### config.mk
export PLATFORM = sky130hd
export DESIGN_NAME = rom_loader_flat
export DESIGN_NICKNAME = d
export VERILOG_FILES = /design/src/rtl/m72_pkg.sv /design/src/rtl/rom_loader_if.sv /design/src/rtl/rom_loader.sv /design/src/flat_wrapper.sv
export SDC_FILE = /design/constraint.sdc
export NUM_CORES = 1
export LEC_CHECK = 0
export CAP_MARGIN = 25
export CORE_MARGIN = 2
export CORE_UTILIZATION = 34
export CTS_BUF_LIST = sky130_fd_sc_hd__clkbuf_4 sky130_fd_sc_hd__clkbuf_8 sky130_fd_sc_hd__clkbuf_16
export DETAILED_ROUTE_END_ITERATION = 16
export PLACE_DENSITY = 0.68
export SYNTH_ARGS = -nofsm -noshare
export SYNTH_HDL_FRONTEND = slang
export SYNTH_SLANG_ARGS = --single-unit
### constraint.sdc
create_clock -name clk_sys -period 7.17 [get_ports clk_sys]
set_input_delay 1.434 -clock clk_sys [delete_from_list [all_inputs] [get_ports clk_sys]]
set_output_delay 1.434 -clock clk_sys [all_outputs]
set_load 0.01 [all_outputs]
### src/rtl/m72_pkg.sv
// Shared types and constants for the ROM download bridge (rom_loader).
package m72_pkg;

  typedef enum logic [1:0] {
    RESYNC,
    IDLE,
    HAVE_LO,
    WAIT_ACK
  } loader_state_t;

  localparam logic [7:0] ROM_INDEX_DEFAULT = 8'd0;

endpackage

### src/rtl/rom_loader_if.sv
// hps_io download bus plus SDRAM port-0 write channel, grouped for rom_loader.
// slave: the loader's view. master: the hps_io/SDRAM environment's view.
interface rom_loader_if #(
  parameter int ADDR_W = 25
);
  logic              ioctl_download;
  logic [7:0]        ioctl_index;
  logic              ioctl_wr;
  logic [ADDR_W-1:0] ioctl_addr;
  logic [7:0]        ioctl_dout;
  logic              ioctl_wait;
  logic [ADDR_W-2:0] sdr_addr;
  logic [15:0]       sdr_din;
  logic              sdr_wrl;
  logic              sdr_wrh;
  logic              sdr_req;
  logic              sdr_ack;

  modport slave (
    input  ioctl_download, ioctl_index, ioctl_wr, ioctl_addr, ioctl_dout, sdr_ack,
    output ioctl_wait, sdr_addr, sdr_din, sdr_wrl, sdr_wrh, sdr_req
  );

  modport master (
    output ioctl_download, ioctl_index, ioctl_wr, ioctl_addr, ioctl_dout, sdr_ack,
    input  ioctl_wait, sdr_addr, sdr_din, sdr_wrl, sdr_wrh, sdr_req
  );
endinterface

### src/rtl/rom_loader.sv
// rom_loader: packs hps_io ROM download bytes into 16-bit SDRAM word writes
// using the toggle req/ack handshake, stalling hps_io via ioctl_wait.
// Optional feature: define ROM_LOADER_CHECKSUM_EN to add csum_out/csum_clr.
module rom_loader
  import m72_pkg::*;
#(
  parameter logic [7:0] ROM_INDEX = ROM_INDEX_DEFAULT,
  parameter int         ADDR_W    = 25,
  parameter int         TIMEOUT   = 1023
) (
  input  logic              clk_sys,
  input  logic              reset,
  rom_loader_if.slave       bus,
  output logic              busy,
  output logic              err
`ifdef ROM_LOADER_CHECKSUM_EN
  ,
  output logic [15:0]       csum_out,
  input  logic              csum_clr
`endif
);

  localparam int CNT_W = $clog2(TIMEOUT + 1);

  loader_state_t     state;
  logic              download_d;
  logic              rp_vld;      // replay slot: byte that arrived while a write was outstanding
  logic [ADDR_W-1:0] rp_addr;
  logic [7:0]        rp_data;
  logic [CNT_W-1:0]  tmo_cnt;

  logic              accept;
  logic              dl_rise;
  logic              ack_seen;
  logic              src_vld;
  logic [ADDR_W-1:0] src_addr;
  logic [7:0]        src_data;

  assign accept   = bus.ioctl_wr && (bus.ioctl_index == ROM_INDEX);
  assign dl_rise  = bus.ioctl_download && !download_d;
  assign ack_seen = (bus.sdr_req == bus.sdr_ack);
  assign busy     = (state == HAVE_LO) || (state == WAIT_ACK);

  // Byte to start from when idle: a pending replay byte takes precedence over new input.
  always_comb begin
    src_vld  = accept;
    src_addr = bus.ioctl_addr;
    src_data = bus.ioctl_dout;
    if (rp_vld) begin
      src_vld  = 1'b1;
      src_addr = rp_addr;
      src_data = rp_data;
    end
  end

  // Loader FSM with all handshake outputs registered.
  // NOTE: later non-blocking assignments in the same cycle override earlier defaults.
  always_ff @(posedge clk_sys or posedge reset) begin
    if (reset) begin
      state          <= RESYNC;
      download_d     <= 1'b0;
      rp_vld         <= 1'b0;
      rp_addr        <= '0;
      rp_data        <= '0;
      tmo_cnt        <= '0;
      err            <= 1'b0;
      bus.ioctl_wait <= 1'b0;
      bus.sdr_addr   <= '0;
      bus.sdr_din    <= '0;
      bus.sdr_wrl    <= 1'b0;
      bus.sdr_wrh    <= 1'b0;
      bus.sdr_req    <= 1'b0;
    end else begin
      download_d <= bus.ioctl_download;
      if (dl_rise) err <= 1'b0;

      case (state)
        // Adopt the controller's ack so an in-flight write is never re-issued.
        RESYNC: begin
          bus.sdr_req <= bus.sdr_ack;
          state       <= IDLE;
        end

        HAVE_LO: begin
          if (accept) begin
            bus.sdr_req    <= ~bus.sdr_req;
            bus.ioctl_wait <= 1'b1;
            tmo_cnt        <= '0;
            state          <= WAIT_ACK;
            if (bus.ioctl_addr[0] && (bus.ioctl_addr[ADDR_W-1:1] == bus.sdr_addr)) begin
              bus.sdr_din[15:8] <= bus.ioctl_dout;
              bus.sdr_wrl       <= 1'b1;
              bus.sdr_wrh       <= 1'b1;
            end else begin
              // Flush the held low byte; the new byte is replayed after the ack.
              bus.sdr_wrl <= 1'b1;
              bus.sdr_wrh <= 1'b0;
              rp_vld      <= 1'b1;
              rp_addr     <= bus.ioctl_addr;
              rp_data     <= bus.ioctl_dout;
            end
          end else if (!bus.ioctl_download) begin
            bus.sdr_wrl    <= 1'b1;
            bus.sdr_wrh    <= 1'b0;
            bus.sdr_req    <= ~bus.sdr_req;
            bus.ioctl_wait <= 1'b1;
            tmo_cnt        <= '0;
            state          <= WAIT_ACK;
          end
        end

        default: begin // IDLE, or WAIT_ACK
          if ((state == WAIT_ACK) && !ack_seen) begin
            if (tmo_cnt == CNT_W'(TIMEOUT - 1)) begin
              err            <= 1'b1;
              bus.sdr_req    <= bus.sdr_ack;
              bus.ioctl_wait <= 1'b0;
              rp_vld         <= 1'b0;
              state          <= IDLE;
            end else begin
              tmo_cnt <= tmo_cnt + CNT_W'(1);
              if (accept && !rp_vld) begin
                rp_vld  <= 1'b1;
                rp_addr <= bus.ioctl_addr;
                rp_data <= bus.ioctl_dout;
              end
            end
          end else begin
            rp_vld         <= 1'b0;
            bus.ioctl_wait <= 1'b0;
            state          <= IDLE;
            if (src_vld) begin
              bus.sdr_addr <= src_addr[ADDR_W-1:1];
              if (!src_addr[0]) begin
                bus.sdr_din[7:0] <= src_data;
                bus.sdr_wrl      <= 1'b1;
                bus.sdr_wrh      <= 1'b0;
                state            <= HAVE_LO;
              end else begin
                bus.sdr_din[15:8] <= src_data;
                bus.sdr_wrl       <= 1'b0;
                bus.sdr_wrh       <= 1'b1;
                bus.sdr_req       <= ~bus.sdr_req;
                bus.ioctl_wait    <= 1'b1;
                tmo_cnt           <= '0;
                state             <= WAIT_ACK;
              end
            end
          end
        end
      endcase
    end
  end

`ifdef ROM_LOADER_CHECKSUM_EN
  // Wrapping 16-bit sum of every accepted byte.
  always_ff @(posedge clk_sys or posedge reset) begin
    if (reset)                  csum_out <= '0;
    else if (csum_clr || dl_rise) csum_out <= '0;
    else if (accept)            csum_out <= csum_out + {8'd0, bus.ioctl_dout};
  end
`endif

endmodule

### src/flat_wrapper.sv
// flat-port wrapper written by rule: the top's interface ports become plain ports
module rom_loader_flat import m72_pkg::*;
#(
  parameter logic [7:0] ROM_INDEX = ROM_INDEX_DEFAULT,
  parameter int         ADDR_W    = 25,
  parameter int         TIMEOUT   = 1023
)
  (clk_sys, reset, busy, err, bus_ioctl_download, bus_ioctl_index, bus_ioctl_wr, bus_ioctl_addr, bus_ioctl_dout, bus_sdr_ack, bus_ioctl_wait, bus_sdr_addr, bus_sdr_din, bus_sdr_wrl, bus_sdr_wrh, bus_sdr_req);
  rom_loader_if #(.ADDR_W(ADDR_W)) bus_i ();
  input  logic clk_sys;
  input  logic reset;
  output logic busy;
  output logic err;
  input wire logic [$bits(bus_i.ioctl_download)-1:0] bus_ioctl_download;
  input wire logic [$bits(bus_i.ioctl_index)-1:0] bus_ioctl_index;
  input wire logic [$bits(bus_i.ioctl_wr)-1:0] bus_ioctl_wr;
  input wire logic [$bits(bus_i.ioctl_addr)-1:0] bus_ioctl_addr;
  input wire logic [$bits(bus_i.ioctl_dout)-1:0] bus_ioctl_dout;
  input wire logic [$bits(bus_i.sdr_ack)-1:0] bus_sdr_ack;
  output wire logic [$bits(bus_i.ioctl_wait)-1:0] bus_ioctl_wait;
  output wire logic [$bits(bus_i.sdr_addr)-1:0] bus_sdr_addr;
  output wire logic [$bits(bus_i.sdr_din)-1:0] bus_sdr_din;
  output wire logic [$bits(bus_i.sdr_wrl)-1:0] bus_sdr_wrl;
  output wire logic [$bits(bus_i.sdr_wrh)-1:0] bus_sdr_wrh;
  output wire logic [$bits(bus_i.sdr_req)-1:0] bus_sdr_req;
  assign bus_i.ioctl_download = bus_ioctl_download;
  assign bus_i.ioctl_index = bus_ioctl_index;
  assign bus_i.ioctl_wr = bus_ioctl_wr;
  assign bus_i.ioctl_addr = bus_ioctl_addr;
  assign bus_i.ioctl_dout = bus_ioctl_dout;
  assign bus_i.sdr_ack = bus_sdr_ack;
  assign bus_ioctl_wait = bus_i.ioctl_wait;
  assign bus_sdr_addr = bus_i.sdr_addr;
  assign bus_sdr_din = bus_i.sdr_din;
  assign bus_sdr_wrl = bus_i.sdr_wrl;
  assign bus_sdr_wrh = bus_i.sdr_wrh;
  assign bus_sdr_req = bus_i.sdr_req;
  rom_loader #(.ROM_INDEX(ROM_INDEX), .ADDR_W(ADDR_W), .TIMEOUT(TIMEOUT)) u_core (.clk_sys(clk_sys), .reset(reset), .bus(bus_i), .busy(busy), .err(err));
endmodule
After elaboration in Yosys (flattened, before gate mapping)
Index checks and enable logic that the tools add are counted.
Widths: inputs -> output; s select.
Word-level totals
  input port bits: 46
  word-level logic and storage cells: 135
  register bits after elaboration: 92
Cells by class
  reductions and logical operators: 30
  add/sub/neg operators: 1
  mux-type cells: 70
  bitwise operators: 5
  eq/ne operators: 15
Operator list (number)
  $mux 25: 6
  $mux 8: 10
  $mux 10: 6
  $pmux 25 s2: 1
  $mux 16: 2
  $pmux 8 s2: 2
  $mux 1: 31
  $eq 24x24->1: 1
  $pmux 10 s2: 1
  $reduce_and 4->1: 4
  $reduce_and 6->1: 2
  $add 10x1->10 const B: 1
  $eq 10x10->1 const B: 1
  $mux 2: 5
  $pmux 1 s2: 5
  $ne 3x2->1 const B: 3
  $logic_not 8->1: 1
  $ne 4x3->1 const B: 2
  $reduce_bool 2->1: 4
  $reduce_bool 4->1: 2
  $ne 2x1->1 const B: 3
  $reduce_and 3->1: 2
  $reduce_bool 3->1: 2
  $logic_and 1x1->1: 5
  11 further kinds: 19

Logic depth before layout (Yosys ltp)
Gate-level depths: netlist of run 1.
  depth in word-level cells: 7
  depth in mapped cells: 9

Worst setup path after synthesis of run 1
OpenSTA, ideal clock, no wires.
  kind: in2reg
  from: in bus_sdr_ack
  to: reg u_core.rp_addr[11]
  stages on the path: 8
  setup time: 125 ps
  data required time: 7045 ps
  path buffers: 2
  arrival: 3104 ps
  slack: 3941 ps
  cell sequence: xor2_1 -> nand3_2 -> a21o_1 -> buf_2 -> o21a_1 -> nor3_4 -> buf_6 -> mux2_2
On the way
  word-level cells in the longest chain between the ends: 5
RTL lines
  start: declaration: RTL line flat_wrapper.sv:19  | input wire logic [$bits(bus_i.sdr_ack)-1:0] bus_sdr_ack;
  $eq 1x1->1: RTL line rom_loader.sv:41  | assign ack_seen = (bus.sdr_req == bus.sdr_ack);
  $logic_not 1->1: RTL line rom_loader.sv:113  | if ((state == WAIT_ACK) && !ack_seen) begin
  $logic_and 1x1->1: RTL line rom_loader.sv:113
  $reduce_bool 2->1 (no line)
  $reduce_and 6->1 (no line)
  end signal: assignment: RTL line rom_loader.sv:99  | rp_addr <= bus.ioctl_addr;
  end signal: assignment: RTL line rom_loader.sv:124  | rp_addr <= bus.ioctl_addr;
  end: declaration: RTL line rom_loader.sv:28  | logic [ADDR_W-1:0] rp_addr;
No other way between the ends.
A chain may end at the register's enable or synchronous reset.

Final worst setup path of run 1
  from: in bus_sdr_ack
  to: reg u_core.rp_addr[13]
The elaborated chain is that of the path after synthesis.

==> impl_metrics.json, run 1 <==
{
  "cts_resized": 0,
  "finalSetupViolations": 0,
  "nets": 527,
  "cp.required_ns": 7.39,
  "clk_root_buffer_cell": "clkbuf_16",
  "cp.arrival_ns": 4.10,
  "fin_skew_ns": 0.00920,
  "critPathKind": "primary input to flip-flop",
  "rows": 41,
  "grt.total_usage_pct": 15.0,
  "io_pins": 92,
  "grt_overflow_total": 0,
  "r2r_setup_slack_ns": 4.46,
  "drc_errors": 0,
  "htree_levels": 3,
  "synthFlopType": "dfrtp_1",
  "power.total_mw": 1.12,
  "synthCells": 389,
  "async_flop_share_pct": 100,
  "max_slew_margin_pct": 45.2,
  "total_leakage_power_nw": 2.50,
  "critical_path.cell_chain": "clkdlybuf4s50_1, xor2_1, nand3_2, a21o_1, o21a_1, nor3_4, buf_4, mux2_2",
  "grt_max_degree": 65,
  "cap_violations": 0,
  "min_period_ns": 3.88,
  "synthesis.yosys.warnings": 0,
  "cts_buffer_depth": 2,
  "die-area_um2": 13800,
  "firstDrtPassIters": 4,
  "via_count": 3194,
  "final_cell_mix": "dfrtp_1 (91), clkdlybuf4s50_1 (91), nand2_1 (40), mux2_2 (39), o21ai_0 (34)",
  "status": "complete, no violations",
  "grt_pass1_vias": 3266,
  "hpwl_mm": 7.11,
  "drt-initial-drc-count": 119,
  "report.final.slew_viol_count": 0,
  "ys_seq_elements": 92,
  "die_h_um": 118,
  "endpoint_kind": "flip-flop",
  "synth_fp_nets": 437,
  "initial_core_util_pct": 34.8,
  "fmaxAchievable_ghz": 0.257,
  "critPathTopFamily": "buffers and inverters",
  "critPathMaxFanout": 28,
  "hold_viol_final": 0,
  "postCtsSetupBuffers": 0,
  "avgViaCountPerCell": 4.87,
  "syn_to_final_growth_pct": 31.4,
  "min_path_type": "flip-flop to flip-flop",
  "worst_path_max_delay_cell": "clkdlybuf4s50_1",
  "period_share_pct": 54.2,
  "cts_tree": "done",
  "die-width_um": 118,
  "synth_area_per_cell_um2": 11.3,
  "cts_buffers": 9,
  "clock_latency_ns": 0.34,
  "n_antenna_cell": 0,
  "io_buffer_count": 91,
  "grt_first_pass_wirelength_mm": 16.7,
  "core_um2": 12600,
  "finalWeightedCongestion": 0.754,
  "cellPowerDensity_nw_per_um2": 194,
  "cts.clk_slew.worst_paths_ns": 0.06,
  "hold_buffers": 0,
  "rsz0062_at_grt": "no",
  "setup_tns_ns": 0,
  "layout-drive-gt1-share_pct": 13.8,
  "synth_edf_count": 0,
  "seq_area_frac_synth_pct": 52.5,
  "netlist_area_um2": 4390,
  "tightestPinTransition_ns": 0.817,
  "wl_mm": 9.98,
  "cts.sinks": 92,
  "start_kind": "primary input",
  "cp_num_buf_inv": 2,
  "grt_antenna_before_repair": 0,
  "yosysUniqueCellTypes": 41,
  "wl_per_cell_um": 15.2,
  "postRouteAntennaNets": 0,
  "slowest_delay_ns": 0.49,
  "vdd_drop_max_mv": 0.110
}
[tightest hold or removal path: cells and delay by family, from the launching register on]
kind / cells / cell delay (ns)
DFF: 1 / 0.31
AOI/OAI and AO/OA: 1 / 0.07
and+or+nand+nor: 1 / 0.06
[flip-flops by register name (all words and copies together) (netlist names), 8 cells and up, named ones only]
signal and flops:
u_core.tmo_cnt 10, u_core.bus.sdr_addr 24, u_core.rp_data 8, u_core.bus.sdr_din 16, u_core.rp_addr 25
[routing by layer]
| layer | track usage (%) | vias to the layer above | part of all wire, % |
|---|---|---|---|
| met5 | 0 | - | 0 |
| met4 | 5.95 | 0 | 1.5 |
| met3 | 2.86 | 11 | 4.8 |
| met2 | 23.3 | 81 | 46 |
| met1 | 20.8 | 1537 | 48 |
| li1 | - | 1565 | - |
[power by group]
part / total (mW) / leakage [nW] / switching (mW) / internal, mW
combinational: 0.116 / 1.11 / 0.0519 / 0.0639
clock: 0.451 / 0.135 / 0.204 / 0.247
sequential: 0.552 / 1.26 / 0.0166 / 0.535
[path summary, 6_finish.rpt]
| kind | from | endpoint | depth (start not counted) |
|---|---|---|---|
| worst max-delay path | bus_sdr_ack | u_core.rp_addr[13] | 8 |
| worst min-delay path | u_core.download_d | u_core.err | 2 |
| worst max register to register | u_core.bus.sdr_req | u_core.rp_addr[13] | 7 |
| worst min register to register | u_core.download_d | u_core.err | 2 |
| max in group asynchronous | reset | u_core.rp_vld | 3 |
| min in group asynchronous | reset | u_core.bus.sdr_din[4] | 2 |
[cells in the mapped netlist, drive strengths merged (3+ instances only)]
master  number  area, um^2
a21oi       14        70.1
a22o         8        70.1
a31oi        8        50.1
and3         3        18.8
buf          9        57.6
clkbuf       9        33.8
dfrtp       92        2300
inv          6        22.5
mux2        43         484
mux2i       32         320
nand2       40         150
nand3        9        50.1
nand4        3        18.8
nor2        20        75.1
nor3         6        41.3
nor4         5        46.3
o21a         4        30.0
o21ai       35         175
xnor2        9        78.8
xor2        17         149
[per-stage QoR]
stage	setup WS (ns)	cell area (um^2)	hold slack, ns	cells	utilization (%)
final	3.29	5760	0.475	656	45.7
after global routing	3.08	5760	0.511	656	45.7
after CTS	3.27	5750	0.485	654	45.6
after detailed placement	2.92	5470	0.470	638	43.3
after global placement	3.03	5450	0.458	637	43.1
after floorplan	3.34	4390	0.442	389	-
[area by class of cell]
class                      instances  area, um^2
clock buffer                      10         239
clock inverter                     6        46.3
fill                            1210        6860
inverter                           6        23.8
multi-input combinational        273        1970
sequential                        92        2300
tap                              172         215
timing repair buffer              97         966
[logic make-up after synthesis]
group / Yosys count / synth area share [%]
and+or+nand+nor: 92 / 10.2
xor gates and xnor gates: 26 / 5.19
AOI/OAI and AO/OA: 78 / 10.6
adders and majority gates: 2 / 0.571
DFF: 92 / 52.5
muxes: 75 / 18.3
buffers and inverters: 24 / 2.60
Power figures use the tool's default switching activity.
==> inputs of run 2 (changes only) <==
PLACE_DENSITY = 0.7   (was 0.68)
clock period = 3.5 ns   (was 7.17 ns; I/O delays follow)
==> impl_metrics.json, run 2 (same netlist as run 1, synthesis figures left out) <==
{
  "status": "complete, no violations",
  "setup_slack_ns": 0.701,
  "cts_buffers": 9,
  "clk_root_buffer_cell": "clkbuf_16",
  "grt_overflow_total": 0,
  "worst_path_max_delay_cell": "clkdlybuf4s50_1",
  "power.total_mw": 2.43,
  "grt_max_degree": 43,
  "vdd_drop_max_mv": 0.254,
  "hold_viol_final": 0,
  "period_share_pct": 80.0,
  "postCtsSetupBuffers": 0,
  "reg2reg_depth": 6,
  "syn_to_final_growth_pct": 33.6,
  "cts_buffer_depth": 2,
  "rsz0062_at_grt": "no",
  "fmaxAchievable_ghz": 0.357,
  "critPathKind": "primary input to flip-flop",
  "drc_errors": 0,
  "firstDrtPassIters": 4,
  "largest_reg_flops": 25,
  "min_path_type": "flip-flop to flip-flop",
  "io_buffer_count": 91,
  "io_pins": 92,
  "total_leakage_power_nw": 2.55,
  "post-place-ws_ns": 0.271,
  "critPathMaxFanout": 9,
  "cp.required_ns": 3.73,
  "rows": 41,
  "die-width_um": 118,
  "clock_latency_ns": 0.35,
  "nets": 532,
  "tightestPinTransition_ns": 0.740,
  "final_cell_mix": "dfrtp_1 (91), clkdlybuf4s50_1 (91), nand2_1 (40), mux2_2 (39), o21ai_0 (34)",
  "cellPowerDensity_nw_per_um2": 414,
  "slowest_delay_ns": 0.45,
  "critical_path.cell_chain": "clkdlybuf4s50_1, xor2_1, nor4_1, nand4_1, nor4_4, o21ai_1, mux2_2",
  "grt_antenna_before_repair": 0,
  "report.final.slew_viol_count": 0,
  "grt_pass1_vias": 3234,
  "grt.total_usage_pct": 15.3,
  "setup_tns_ns": 0,
  "hold_buffers": 0,
  "max_slew_margin_pct": 50.4,
  "via_count": 3230,
  "hpwl_mm": 7.16,
  "min_path_cells": 2,
  "cts.sinks": 92,
  "postRouteAntennaNets": 0,
  "n_antenna_cell": 0,
  "wl_mm": 10.1,
  "die_h_um": 118,
  "top_regs": "u_core.rp_addr x25, u_core.bus.sdr_addr x24, u_core.bus.sdr_din x16",
  "layout-drive-gt1-share_pct": 14.7,
  "htree_levels": 3,
  "cts_tree": "done",
  "finalSetupViolations": 0,
  "cts_resized": 0,
  "cts.clk_slew.worst_paths_ns": 0.07,
  "endpoint_kind": "flip-flop",
  "wl_per_cell_um": 15.3,
  "core_um2": 12600,
  "min_period_ns": 2.80,
  "start_kind": "primary input",
  "finalWeightedCongestion": 0.780,
  "grt_first_pass_wirelength_mm": 16.9,
  "top_register": "u_core.rp_addr",
  "avgViaCountPerCell": 4.89,
  "cp.arrival_ns": 3.03,
  "die-area_um2": 13800,
  "fin_skew_ns": 0.00672,
  "drt-initial-drc-count": 153,
  "initial_core_util_pct": 34.8,
  "cap_violations": 0
}
==> run 2: report_power, final <==
part | total (mW) | switching [mW] | internal [mW]
Combinational | 0.241 | 0.107 | 0.133
Sequential | 1.13 | 0.0325 | 1.10
Clock | 1.06 | 0.413 | 0.645
==> run 2: through the flow <==
stage	instance area (um^2)	utilization (%)	cells	hold slack [ns]
floorplan	4390	-	389	0.442
global placement	5530	43.8	645	0.459
detailed placement	5530	43.8	645	0.461
CTS	5860	46.4	661	0.482
global route	5860	46.4	661	0.500
finish	5860	46.4	661	0.478
==> run 2: layout make-up <==
class | count | area [um^2]
flip-flops and latches | 92 | 2300
well taps | 172 | 215
clock buffers | 10 | 239
inverters | 6 | 25.0
clock inverters | 6 | 86.3
multi-input cells | 273 | 1970
repair buffers | 102 | 1020
fillers | 1164 | 6760
==> run 2: final timing paths <==
check	startpoint	endpoint	slack, ns
hold / removal	u_core.download_d	u_core.err	0.48
setup / recovery	bus_ioctl_addr[13]	u_core.bus.sdr_din[14]	0.70
min in group asynchronous	reset	u_core.tmo_cnt[4]	0.78
hold reg to reg	u_core.download_d	u_core.err	0.48
setup reg to reg	u_core.bus.sdr_addr[15]	u_core.bus.sdr_din[14]	1.13
max in group asynchronous	reset	u_core.err	2.09
==> run 2: worst max-delay path: cells and delay by family <==
| family | cells | cell delay [ns] |
|---|---|---|
| XOR/XNOR | 1 | 0.18 |
| AO/OA/AOI/OAI | 1 | 0.34 |
| buffers and inverters | 1 | 0.45 |
| AND/OR/NAND/NOR | 3 | 0.99 |
| multiplexers | 1 | 0.37 |
==> run 2: per-layer routing <==
metal	global-route usage (%)	vias to the layer above	share of wire, %
met5	0	-	0
li1	-	1581	-
met3	4.07	13	4.9
met4	7.15	0	1.9
met2	23.2	69	47
met1	20.3	1567	46
